## config.mk

```make
export PLATFORM = sky130hd
export DESIGN_NAME = lsu_ctrl_flat
export DESIGN_NICKNAME = d
export VERILOG_FILES = /design/src/rtl/lsu_ctrl_if.sv /design/src/rtl/lsu_ctrl.sv /design/src/flat_wrapper.sv
export SDC_FILE = /design/constraint.sdc
export NUM_CORES = 1
export LEC_CHECK = 0
export ABC_AREA = 0
export CORE_UTILIZATION = 41
export CTS_CLUSTER_SIZE = 28
export DETAILED_ROUTE_END_ITERATION = 16
export GPL_TIMING_DRIVEN = 0
export PLACE_DENSITY = 0.89
export RECOVER_POWER = 25
export SYNTH_ARGS = -nofsm -noshare
export SYNTH_HDL_FRONTEND = slang
export SYNTH_SLANG_ARGS = --single-unit
```

## constraint.sdc

```tcl
create_clock -name clk -period 2.2 [get_ports clk]
set_clock_uncertainty 0.1 [all_clocks]
set_input_delay 0.33 -clock clk [delete_from_list [all_inputs] [get_ports clk]]
set_output_delay 0.33 -clock clk [all_outputs]
set_load 0.01 [all_outputs]
```

## src/rtl/lsu_ctrl_if.sv

```systemverilog
// lsu_ctrl_if: request/response and data-memory signals shared by the pipeline, the lsu_ctrl and the memory.
interface lsu_ctrl_if #(parameter int XLEN = 32);
    logic            req_valid;
    logic            req_ready;
    logic            req_we;
    logic [2:0]      req_funct3;
    logic [XLEN-1:0] req_addr;
    logic [XLEN-1:0] req_wdata;
    logic            resp_valid;
    logic            resp_err;
    logic [XLEN-1:0] resp_rdata;
    logic            mem_we;
    logic [XLEN-1:0] mem_a;
    logic [XLEN-1:0] mem_wd;
    logic [XLEN-1:0] mem_rd;
    modport master (
        output req_valid, req_we, req_funct3, req_addr, req_wdata, mem_rd,
        input  req_ready, resp_valid, resp_err, resp_rdata, mem_we, mem_a, mem_wd
    );
    modport slave (
        input  req_valid, req_we, req_funct3, req_addr, req_wdata, mem_rd,
        output req_ready, resp_valid, resp_err, resp_rdata, mem_we, mem_a, mem_wd
    );
endinterface

```

## src/rtl/lsu_ctrl.sv

```systemverilog
// lsu_ctrl: load/store controller for a word-only synchronous-read memory, sub-word stores via read-modify-write.
// Define LSU_ERR_EN to report misaligned/illegal requests through resp_err instead of coercing them.
module lsu_ctrl (
    input  logic       clk,
    input  logic       reset,
    lsu_ctrl_if.slave  bus
);
    typedef enum logic [2:0] {IDLE, RD, WR, LDRESP, RESP, ERR} state_t;
    state_t      r_state, w_next;
    logic        r_we, r_uns;
    logic [1:0]  r_size;
    logic [31:0] r_addr, r_wdata;
    logic        w_accept, w_req_err;
    logic [1:0]  w_req_size;
    logic [4:0]  w_shift;
    logic [31:0] w_mask, w_lane, w_load, w_merge;
    assign w_accept = bus.req_valid && bus.req_ready;
    // size: 0 byte, 1 half, 2 word; illegal encodings fall through to word
    assign w_req_size = (bus.req_funct3[1:0] == 2'b00 && !(bus.req_we && bus.req_funct3[2])) ? 2'd0 :
                        (bus.req_funct3[1:0] == 2'b01 && !(bus.req_we && bus.req_funct3[2])) ? 2'd1 : 2'd2;
`ifdef LSU_ERR_EN
    assign w_req_err = (bus.req_we ? (bus.req_funct3[2] || bus.req_funct3[1:0] == 2'b11)
                                   : (bus.req_funct3 == 3'b011 || bus.req_funct3[2:1] == 2'b11))
                    || (bus.req_funct3[1:0] == 2'b01 && bus.req_addr[0])
                    || (bus.req_funct3[1:0] == 2'b10 && bus.req_addr[1:0] != 2'b00);
`else
    assign w_req_err = 1'b0;
`endif
    always_ff @(posedge clk) begin
        if (reset) begin
            r_state <= IDLE;
            r_we    <= 1'b0;
            r_uns   <= 1'b0;
            r_size  <= 2'd0;
            r_addr  <= '0;
            r_wdata <= '0;
        end else begin
            r_state <= w_next;
            if (w_accept) begin
                r_we    <= bus.req_we;
                r_uns   <= bus.req_funct3[2];
                r_size  <= w_req_size;
                r_addr  <= bus.req_addr;
                r_wdata <= bus.req_wdata;
            end
        end
    end
    always_comb begin
        w_next = r_state;
        case (r_state)
            IDLE:    if (w_accept) w_next = w_req_err ? ERR : (!bus.req_we || w_req_size != 2'd2) ? RD : WR;
            RD:      w_next = r_we ? WR : LDRESP;
            WR:      w_next = RESP;
            default: w_next = IDLE;
        endcase
    end
    // halfword lane uses addr[1] only, so a stray addr[0] never shifts data
    assign w_shift = r_size == 2'd0 ? {r_addr[1:0], 3'b000} : r_size == 2'd1 ? {r_addr[1], 4'b0000} : 5'd0;
    assign w_mask  = (r_size == 2'd0 ? 32'h0000_00FF : r_size == 2'd1 ? 32'h0000_FFFF : 32'hFFFF_FFFF) << w_shift;
    assign w_lane  = bus.mem_rd >> w_shift;
    assign w_load  = r_size == 2'd0 ? {{24{!r_uns && w_lane[7]}}, w_lane[7:0]} :
                     r_size == 2'd1 ? {{16{!r_uns && w_lane[15]}}, w_lane[15:0]} : bus.mem_rd;
    assign w_merge = r_size == 2'd2 ? r_wdata : (bus.mem_rd & ~w_mask) | ((r_wdata << w_shift) & w_mask);
    assign bus.req_ready  = r_state == IDLE;
    assign bus.resp_valid = r_state == LDRESP || r_state == RESP || r_state == ERR;
`ifdef LSU_ERR_EN
    assign bus.resp_err   = r_state == ERR;
`else
    assign bus.resp_err   = 1'b0;
`endif
    assign bus.resp_rdata = r_state == LDRESP ? w_load : 32'h0;
    assign bus.mem_we     = r_state == WR && !reset;
    assign bus.mem_a      = (r_state == RD || r_state == WR) ? {r_addr[31:2], 2'b00} : 32'h0;
    assign bus.mem_wd     = r_state == WR ? w_merge : 32'h0;
endmodule

```

## src/flat_wrapper.sv

```systemverilog
// flat-port wrapper written by rule: the top's interface ports become plain ports
module lsu_ctrl_flat 
  (clk, reset, bus_req_valid, bus_req_we, bus_req_funct3, bus_req_addr, bus_req_wdata, bus_mem_rd, bus_req_ready, bus_resp_valid, bus_resp_err, bus_resp_rdata, bus_mem_we, bus_mem_a, bus_mem_wd);
  lsu_ctrl_if bus_i ();
  input  logic clk;
  input  logic reset;
  input wire logic [$bits(bus_i.req_valid)-1:0] bus_req_valid;
  input wire logic [$bits(bus_i.req_we)-1:0] bus_req_we;
  input wire logic [$bits(bus_i.req_funct3)-1:0] bus_req_funct3;
  input wire logic [$bits(bus_i.req_addr)-1:0] bus_req_addr;
  input wire logic [$bits(bus_i.req_wdata)-1:0] bus_req_wdata;
  input wire logic [$bits(bus_i.mem_rd)-1:0] bus_mem_rd;
  output wire logic [$bits(bus_i.req_ready)-1:0] bus_req_ready;
  output wire logic [$bits(bus_i.resp_valid)-1:0] bus_resp_valid;
  output wire logic [$bits(bus_i.resp_err)-1:0] bus_resp_err;
  output wire logic [$bits(bus_i.resp_rdata)-1:0] bus_resp_rdata;
  output wire logic [$bits(bus_i.mem_we)-1:0] bus_mem_we;
  output wire logic [$bits(bus_i.mem_a)-1:0] bus_mem_a;
  output wire logic [$bits(bus_i.mem_wd)-1:0] bus_mem_wd;
  assign bus_i.req_valid = bus_req_valid;
  assign bus_i.req_we = bus_req_we;
  assign bus_i.req_funct3 = bus_req_funct3;
  assign bus_i.req_addr = bus_req_addr;
  assign bus_i.req_wdata = bus_req_wdata;
  assign bus_i.mem_rd = bus_mem_rd;
  assign bus_req_ready = bus_i.req_ready;
  assign bus_resp_valid = bus_i.resp_valid;
  assign bus_resp_err = bus_i.resp_err;
  assign bus_resp_rdata = bus_i.resp_rdata;
  assign bus_mem_we = bus_i.mem_we;
  assign bus_mem_a = bus_i.mem_a;
  assign bus_mem_wd = bus_i.mem_wd;
  lsu_ctrl u_core (.clk(clk), .reset(reset), .bus(bus_i));
endmodule
```

---- Yosys cells after proc, flatten, opt, wreduce, memory -nomap -nowiden ----
Index checks and enable logic that the tools add are counted.
W data, S select, Z words.
storage, ports and cells
  register bits ........................... 71
  latch bits .............................. 0
  RAM bits ................................ 0
  bits in read-only memories .............. 0
  input bits .............................. 103
  logic and storage cells ................. 57
  memories ................................ 0
cells by class
  add/sub/neg operators ................... 0
  multiply operators ...................... 0
  divide/modulo/power cells ............... 0
  magnitude comparators ................... 0
  equality and inequality tests ........... 10
  shift-type cells ........................ 3
  mux-type cells .......................... 16
  bitwise gates (word level) .............. 4
  reduce and logical (&&, ||, !) cells .... 18
operators by type and width
  operator              number
  $mux W32              8
  $and A32 B32 Y32      2
  $shl A32 B5 Y32       2
  $not A32 Y32          1
  $or A32 B32 Y32       1
  $shr A32 B5 Y16       1
  $mux W5               2
  $pmux W3 S3           1
  $logic_and A1 B1 Y1   7
  $eq A3 B2 Y1 const B  2
  $eq A3 B3 Y1 const B  2
  $mux W2               3
  $eq A2 B1 Y1 const B  2
  $logic_not A1 Y1      4
  $logic_not A2 Y1      2
  $logic_or A1 B1 Y1    4
  $ne A2 B2 Y1 const B  2
  $eq A3 B1 Y1 const B  1
  $logic_not A3 Y1      1
  $mux W3               1
  $eq A2 B2 Y1 const B  1
  $mux W1               1

---- Depth between registers and ports, before layout ----
Gate-level depths: netlist of run 1.
  depth in word-level cells ............... 10
  gate-level depth with buffers ........... 8

---- Worst setup path before layout of run 1 ----
No wires, ideal clock.
  path kind ............................... register to output
  start ................................... reg u_core.r_state[0]
  end ..................................... out bus_mem_wd[29]
  arrival time ............................ 1.451 ns
  setup slack ............................. 0.319 ns
  stages on the path, launching flop included .. 8
  path buffers ............................ 3
  path through ............................ dfxtp_1 buf_2 nor2_1 and2_1 clkbuf_1 clkbuf_1 o221ai_1 a21oi_1
on the way
  longest elaborated chain between the ends .. 2
ends and longest elaborated chain
  item                    line                source
  start, declared         lsu_ctrl.sv:9       state_t r_state, w_next;
  start signal, assigned  lsu_ctrl.sv:38      r_state <= w_next;
  $eq A3 B2 Y1            lsu_ctrl.sv:74      assign bus.mem_wd = r_state == WR ? w_merge : 32'h0;
  $mux W32                lsu_ctrl.sv:74
  end, declared           flat_wrapper.sv:19  output wire logic [$bits(bus_i.mem_wd)-1:0] bus_mem_wd;
No other way between the ends.

---- Final worst setup path of run 1 ----
  start ................................... reg u_core.r_addr[1]
  end ..................................... out bus_resp_rdata[29]
on the way
  longest elaborated chain between the ends .. 7
  elaborated cells between the ends (all ways) .. 8
ends and longest elaborated chain
  item                    line                source
  start, declared         lsu_ctrl.sv:12      logic [31:0] r_addr, r_wdata;
  start signal, assigned  lsu_ctrl.sv:43      r_addr <= bus.req_addr;
  $mux W5                 lsu_ctrl.sv:58      assign w_shift = r_size == 2'd0 ? {r_addr[1:0], 3'b000} : r_size == 2'd1 ? {r_addr[1], 4'b0000} : 5'd0;
  $mux W5 *               lsu_ctrl.sv:58
  $shr A32 B5 Y16 *       lsu_ctrl.sv:60      assign w_lane = bus.mem_rd >> w_shift;
  $logic_and A1 B1 Y1     lsu_ctrl.sv:62      r_size == 2'd1 ? {{16{!r_uns && w_lane[15]}}, w_lane[15:0]} : bus.mem_rd;
  $mux W32                lsu_ctrl.sv:62
  $mux W32 *              lsu_ctrl.sv:61      assign w_load = r_size == 2'd0 ? {{24{!r_uns && w_lane[7]}}, w_lane[7:0]} :
  $mux W32 *              lsu_ctrl.sv:71      assign bus.resp_rdata = r_state == LDRESP ? w_load : 32'h0;
  end, declared           flat_wrapper.sv:16  output wire logic [$bits(bus_i.resp_rdata)-1:0] bus_resp_rdata;
Every way passes the cells marked *; elsewhere a longest branch is shown, timed or not.

==> results of run 1 <==
-- power by group through the flow --
| stage | Clock (mW) | Combinational, mW | Sequential [mW] |
|---|---|---|---|
| 3_5_place_dp | 0 | 1.08 | 1.49 |
| 2_1_floorplan | 0 | 0.587 | 1.46 |
| 4_1_cts | 1.13 | 1.32 | 1.47 |
| 6_report | 1.14 | 1.65 | 1.51 |
| 5_1_grt | 1.20 | 1.74 | 1.52 |
| 3_3_place_gp | 0 | 1.06 | 1.48 |
-- per-layer routing --
| metal | global-route usage [%] | wire length, um |
|---|---|---|
| met1 | 41.3 | 7380 |
| met2 | 57.6 | 10300 |
| met3 | 10.7 | 3010 |
| met4 | 25.1 | 2040 |
| met5 | 0 | 0 |
-- critical path, cell delays in order, from the launching register on --
cell      delay, ps
dfxtp_4         400
mux2i_2         300
nor2_2           80
o311ai_4        570
buf_6           190
buf_6           120
a21oi_2          40
buf_2           150
-- worst paths after layout --
| kind | to | slack [ps] | cells after the start |
|---|---|---|---|
| hold reg to reg | u_core.r_addr[20] | 360 | 2 |
| setup / recovery | bus_resp_rdata[29] | -430 | 7 |
| setup reg to reg | u_core.r_wdata[25] | -10 | 9 |
| hold / removal | u_core.r_state[1] | 320 | 2 |
-- timing repair --
action                                  CTS  global route
buffers inserted                         38            22
endpoints found under the setup margin   95            93
gates cloned                              4             4
resized for setup                       455           176
pin swaps                                31            35
-- layout make-up --
| cell class | count | area, sq um |
|---|---|---|
| fillers | 600 | 2120 |
| well taps | 133 | 166 |
| flip-flops and latches | 71 | 1440 |
| inverters | 29 | 123 |
| clock buffers | 10 | 128 |
| plain buffers | 47 | 342 |
| multi-input cells | 448 | 3070 |
| repair buffers | 265 | 2250 |
| clock inverters | 5 | 83.8 |
-- kinds of logic after synthesis --
| family | Yosys count | share of synthesized area [%] |
|---|---|---|
| AND/OR/NAND/NOR | 241 | 25.8 |
| AO/OA/AOI/OAI | 196 | 28.9 |
| buffers and inverters | 82 | 8.76 |
| flip-flops | 71 | 34.6 |
| multiplexers | 7 | 1.70 |
| XOR/XNOR | 1 | 0.213 |
| other | 1 | 0.0912 |
-- state kept, by name (all words and copies together) (netlist names) --
signal	cells
u_core.r_we	1
u_core.r_addr	32
u_core.r_size	2
u_core.r_wdata	32
u_core.r_uns	1
u_core.r_state	3
-- metrics by stage --
| stage | hold WS, ps | setup TNS [ps] |
|---|---|---|
| floorplan | 332 | 0 |
| global placement | 338 | -31280 |
| detailed placement | 344 | -33080 |
| CTS | 308 | -9730 |
| global route | 373 | -17510 |
| finish | 324 | -13970 |
-- cell usage in the layout, fill, tap and decap left out, types with 10 or more instances in the layout --
cell	synthesis	final
buf_2	18	71
dfxtp_1	71	64
a21oi_2	12	33
clkbuf_1	24	13
inv_1	26	26
o21ai_2	0	10
buf_6	1	33
clkdlybuf4s50_1	0	97
nor2_1	21	14
and2_1	32	29
o22ai_1	27	13
buf_4	6	40
a21oi_1	104	79
clkbuf_2	0	32
clkbuf_8	0	10
nand2_1	160	150
==> impl_metrics.tcl, run 1 <==
set metrics [dict create \
    status "finished, violations left" \
    failed_checks "negative setup slack" \
    count_of_yosys_warnings_during_synthesis 0 \
    io_buffers 198 \
    tritoncts "done" \
    ctsRootBufferMaster "clkbuf_8" \
    clock_buffers_created_by_tritoncts 9 \
    hold_violations 0 \
    synth_enable_flop_cells 0 \
    power_density_mw_per_mm2 567 \
    synth_top_cell_by_area "dfxtp_1" \
    yosys.cell_types.count 40 \
    switching_share_pct 35.6 \
    max_cap_viol_count 0 \
    drive_above_1_share_pct 39.2 \
    synth_cells 599 \
    syn_area_sq_mm 0.00411 \
    cts.path.max_buffers 2 \
    worst_slew_pin_slew_ps 604 \
    clock_sink_count 71 \
    initial_core_util_pct 42.3 \
    post-synth-top-area-fraction_pct 34.6 \
    power_switching_mw 1.53 \
    power_frac_comb_pct 38.4 \
    timing.critical_path.fanout_max 6 \
    detail_route.iter0.violations 628 \
    std_cell_rows 36 \
    dpl_worst_slack_ps -844 \
    final_cells 1008 \
    synth_top_flop_cell "dfxtp_1" \
    finalWorstPathRequiredPeriod_ps 2630 \
    synth_area_leaders "dfxtp_1 35%, nand2_1 15%, a21oi_1 13%" \
    total_wire_length_um 22700 \
    wl_per_cell_um 22.5 \
    drt_pre_antenna_iters 8 \
    die_y_um 102 \
    grt_pass1_wl_um 28600 \
    ctsHtreeMaxLevel 3 \
    end_kind "output pin" \
    seq_area_frac_synth_pct 34.6 \
    clock_insertion_delay_worst_skew_ps 350 \
    timing_max_transition_violations_final 0 \
    ys_ff_latch 71 \
    grt_setup_unrepaired "true" \
    placed_cell_areas_sq_mm 0.00627 \
    route.detailed.drc 0 \
    design_area_sq_mm 0.00760 \
    setup_viol 70 \
    pwr-share-seq_pct 35.1 \
    critPathArrivalTime_ps 2200 \
    final_core_util_pct 78.2 \
    area_growth_from_synthesis_to_final_layout_pct 84.9 \
    dr_total_vias 6229 \
    cp.required_ps 1770 \
    async_set_reset_flop_share_out_of_synthesis_pct 0 \
    horizontal_extent_of_the_die_um 102 \
    dp_hpwl_um 12800 \
    timing.setup.critical_path_class "reg -> out" \
    placedCellCount 932 \
    p_leak_nw 3.28 \
    worstHoldStart "reset" \
    final_net_count 974 \
    start_kind "flip-flop" \
    cts-hold-fix-buffers 0 \
    report.power.total_mw 4.31 \
    synth.most_common_cell "nand2_1" \
    grt_pass1_vias 5536 \
    antenna_fix_cells 0 \
    timing.max_slew.rel_slack_pct 59.6 \
    r2r_start "u_core.r_state[1]" \
    power_share_of_the_clock_group_pct 26.5 \
    clk_transition_reported_paths_ps 80 \
    final_min_period_over_clock_period_pct 119 \
    drt-vias-per-instance 6.18 \
    vdd.ir_drop.worst_v 0.000464 \
    grt_start_max_net_pins 13 \
    hold_path.class "in -> reg" \
    coreArea_sq_mm 0.00973 \
    area_of_the_die_sq_mm 0.0104 \
    fmax_mhz 381 \
    layout_setup_ws_ps -428 \
    antenna_found_initial 0 \
    route.antenna.remaining_nets 0 \
    remaining_global_route_overflow 0 \
    gpl_congestion 0.916 \
    worstSetupStartpoint "u_core.r_addr[1]" \
    syn_avg_cell_area_sq_um 6.87 \
    power.internal_mw 2.78 \
    groute.usage.overall_pct 36.0 \
    io_pins 203 \
    top_cells_by_instance_count_after_synthesis "160 x nand2_1, 104 x a21oi_1, 71 x dfxtp_1, 32 x and2_1, 27 x o22ai_1" \
]
No activity file was read; power rests on OpenSTA's default activity.
==> run 2, diff against run 1 <==
--- a/config.mk
+++ b/config.mk
@@ -7,6 +7,8 @@
 export LEC_CHECK = 0
 export ABC_AREA = 0
 export CORE_UTILIZATION = 41
+export CTS_BUF_LIST = sky130_fd_sc_hd__clkbuf_16
+export CTS_CLUSTER_DIAMETER = 30
 export CTS_CLUSTER_SIZE = 28
 export DETAILED_ROUTE_END_ITERATION = 16
 export GPL_TIMING_DRIVEN = 0
==> run 2 against run 1 <==
The flow still finishes with violations (negative setup slack). Worst hold slack got worse by 2.5 ps. Sequential power barely moved. Critical endpoint is now bus_resp_rdata[1]. Power grew 3.4%. Critical path depth unchanged. Final cell count decreased by 1.5%. Clock power grew 36%. Via count decreased by 8.6%. Worst setup slack better by 220 ps. Global-route usage is 1.5 points lower. Sequential share of layout area grew 0.89 points. Combinational power down 14%. Wire length fell by 16%.
==> impl_metrics.tcl, run 2 (synthesis results as in run 1) <==
set metrics [dict create \
    layout.cells.most_common "nand2_1" \
    tns_ps -8840 \
    worst_slew_pin_slew_ps 520 \
    die_y_um 102 \
    placed_cell_areas_sq_mm 0.00627 \
    worst-r2r-cell-count 10 \
    drt_pre_antenna_iters 6 \
    tritoncts "done" \
    timing.critical_path.fanout_max 8 \
    wl_per_cell_um 19.2 \
    area_growth_from_synthesis_to_final_layout_pct 75.5 \
    design_area_sq_mm 0.00722 \
    antenna_found_initial 0 \
    final_net_count 959 \
    route.antenna.remaining_nets 0 \
    timing.setup.critical_path_class "reg -> out" \
    setup_viol 74 \
    r2r_slack_ps -170 \
    hold_violations 0 \
    end_kind "output pin" \
    dpl_worst_slack_ps -844 \
    power_density_mw_per_mm2 618 \
    drt-vias-per-instance 5.74 \
    worstPathBufferInverterCount 3 \
    cts-hold-fix-buffers 0 \
    cts.path.max_buffers 2 \
    failed_checks "negative setup slack" \
    remaining_global_route_overflow 0 \
    cp.required_ps 1770 \
    start_kind "flip-flop" \
    report.power.total_mw 4.46 \
    filler_cell_count 711 \
    detail_route.iter0.violations 490 \
    worst_r2r_endpoint "u_core.r_wdata[25]" \
    final_min_period_over_clock_period_pct 109 \
    area_of_the_die_sq_mm 0.0104 \
    io_pins 203 \
    route.detailed.drc 0 \
    worstHoldStart "reset" \
    largestRegisters "u_core.r_addr: 32 flops, u_core.r_wdata: 32 flops, u_core.r_state: 3 flops" \
    worstPathCellList "buf_6 > or4b_4 > nor2_4 > buf_6 > o2bb2ai_2 > a21o_1 > buf_2" \
    fmax_mhz 416 \
    p_leak_nw 3.16 \
    clock_sink_count 71 \
    status "finished, violations left" \
    hold_path.class "in -> reg" \
    cp_slowest_stage_delay_ps 560 \
    layout_common_cells "158 x nand2_1, 97 x clkdlybuf4s50_1, 84 x a21oi_1, 67 x buf_2, 65 x dfxtp_1" \
    dr_total_vias 5696 \
    worst_path_max_delay_cell "or4b_4" \
    std_cell_rows 36 \
    cp_top_family "simple AND/OR/NAND/NOR gates" \
    grt_pass1_wl_um 27400 \
    layout_setup_ws_ps -205 \
    worstHoldPathCells 2 \
    clock_insertion_delay_worst_skew_ps 340 \
    gpl_congestion 0.916 \
    r2r_start "u_core.r_state[0]" \
    timing.max_slew.rel_slack_pct 65.3 \
    antenna_fix_cells 0 \
    vdd.ir_drop.worst_v 0.000747 \
    clk_transition_reported_paths_ps 60 \
    coreArea_sq_mm 0.00973 \
    initial_core_util_pct 42.3 \
    max_cap_viol_count 0 \
    ctsRootBufferMaster "clkbuf_16" \
    grt_setup_unrepaired "true" \
    clock_buffers_created_by_tritoncts 9 \
    critPathArrivalTime_ps 1970 \
    groute.usage.overall_pct 34.5 \
    io_buffers 198 \
    whs_endpoint "u_core.r_state[1]" \
    total_wire_length_um 19100 \
    horizontal_extent_of_the_die_um 102 \
    grt_pass1_vias 5424 \
    drive_above_1_share_pct 34.2 \
    ctsHtreeMaxLevel 3 \
    finalWorstPathRequiredPeriod_ps 2400 \
    timing_max_transition_violations_final 0 \
    grt_start_max_net_pins 13 \
    critPathMostFrequentCell "buf_6" \
    dp_hpwl_um 12800 \
]
## run 2: cell count changes in the layout (fill, tap and decap cells not counted), moves of 5 or more
| cell | before | now |
|---|---|---|
| o21ai_0 | 4 | 17 |
| buf_4 | 40 | 32 |
| clkbuf_8 | 10 | 2 |
| nand2_1 | 150 | 158 |
| o21ai_2 | 10 | 2 |
| o221ai_1 | 0 | 8 |
| o221ai_2 | 6 | 0 |
| a21oi_1 | 79 | 84 |
| clkbuf_16 | 4 | 9 |
| o22ai_2 | 9 | 14 |
| o22ai_4 | 5 | 0 |
## run 2: what timing repair did
item / in CTS / in global routing
setup endpoints to repair: 95 / 94
pin swaps: 23 / 12
gates resized for setup: 405 / 149
cloned: 4 / 0
setup buffers: 33 / 11
## run 2: worst max path at each step
stage                      start            endpoint  slack, ps  cells past startpoint
2_1_floorplan  u_core.r_state[0]      bus_mem_wd[29]        320                      7
3_3_place_gp      bus_mem_rd[31]  bus_resp_rdata[26]       -780                      7
3_5_place_dp      bus_mem_rd[31]  bus_resp_rdata[26]       -840                      7
4_1_cts         u_core.r_addr[0]  bus_resp_rdata[20]       -230                      7
5_1_grt         u_core.r_addr[1]  bus_resp_rdata[25]       -280                      8
6_report        u_core.r_size[0]   bus_resp_rdata[1]       -200                      7
## run 2: worst reg2reg max path, stage by stage (launching register included)
cell and delay, ps:
dfxtp_1 310, buf_6 130, buf_6 130, clkbuf_1 120, nor3_2 230, and2_1 170
clkbuf_2 170, clkbuf_1 430, buf_4 280, nand2_1 90, a21oi_1 140
## run 2: final cells by class
class / count / area (sq um) / share of cell area (%)
clock buffers: 9 / 225 / 3.12
clock inverters: 6 / 87.6 / 1.21
well taps: 133 / 166 / 2.31
repair buffers: 246 / 2020 / 28.0
inverters: 29 / 111 / 1.54
plain buffers: 51 / 369 / 5.11
flip-flops and latches: 71 / 1430 / 19.9
multi-input cells: 448 / 2810 / 38.9
## run 2: power by group
group	internal, mW	switching [mW]	leakage (nW)
sequential	1.39	0.100	0.586
clock	0.983	0.566	0.149
combinational	0.657	0.763	2.42
## run 2: metal layers
layer  GRT usage (%)  up-vias  part of all wire [%]
met5               0        -                     0
li1                -     2554                     -
met1            39.5     2629                    36
met2            58.2      402                    48
met4            21.2        0                   6.5
met3            8.14      111                    10
## run 2: metrics by stage
stage | hold WS (ps) | util [%] | cells
2_1_floorplan | 332 | - | 601
3_3_place_gp | 338 | 64.4 | 932
3_5_place_dp | 344 | 64.4 | 932
4_1_cts | 334 | 71.2 | 982
5_1_grt | 370 | 74.2 | 993
6_report | 322 | 74.2 | 993
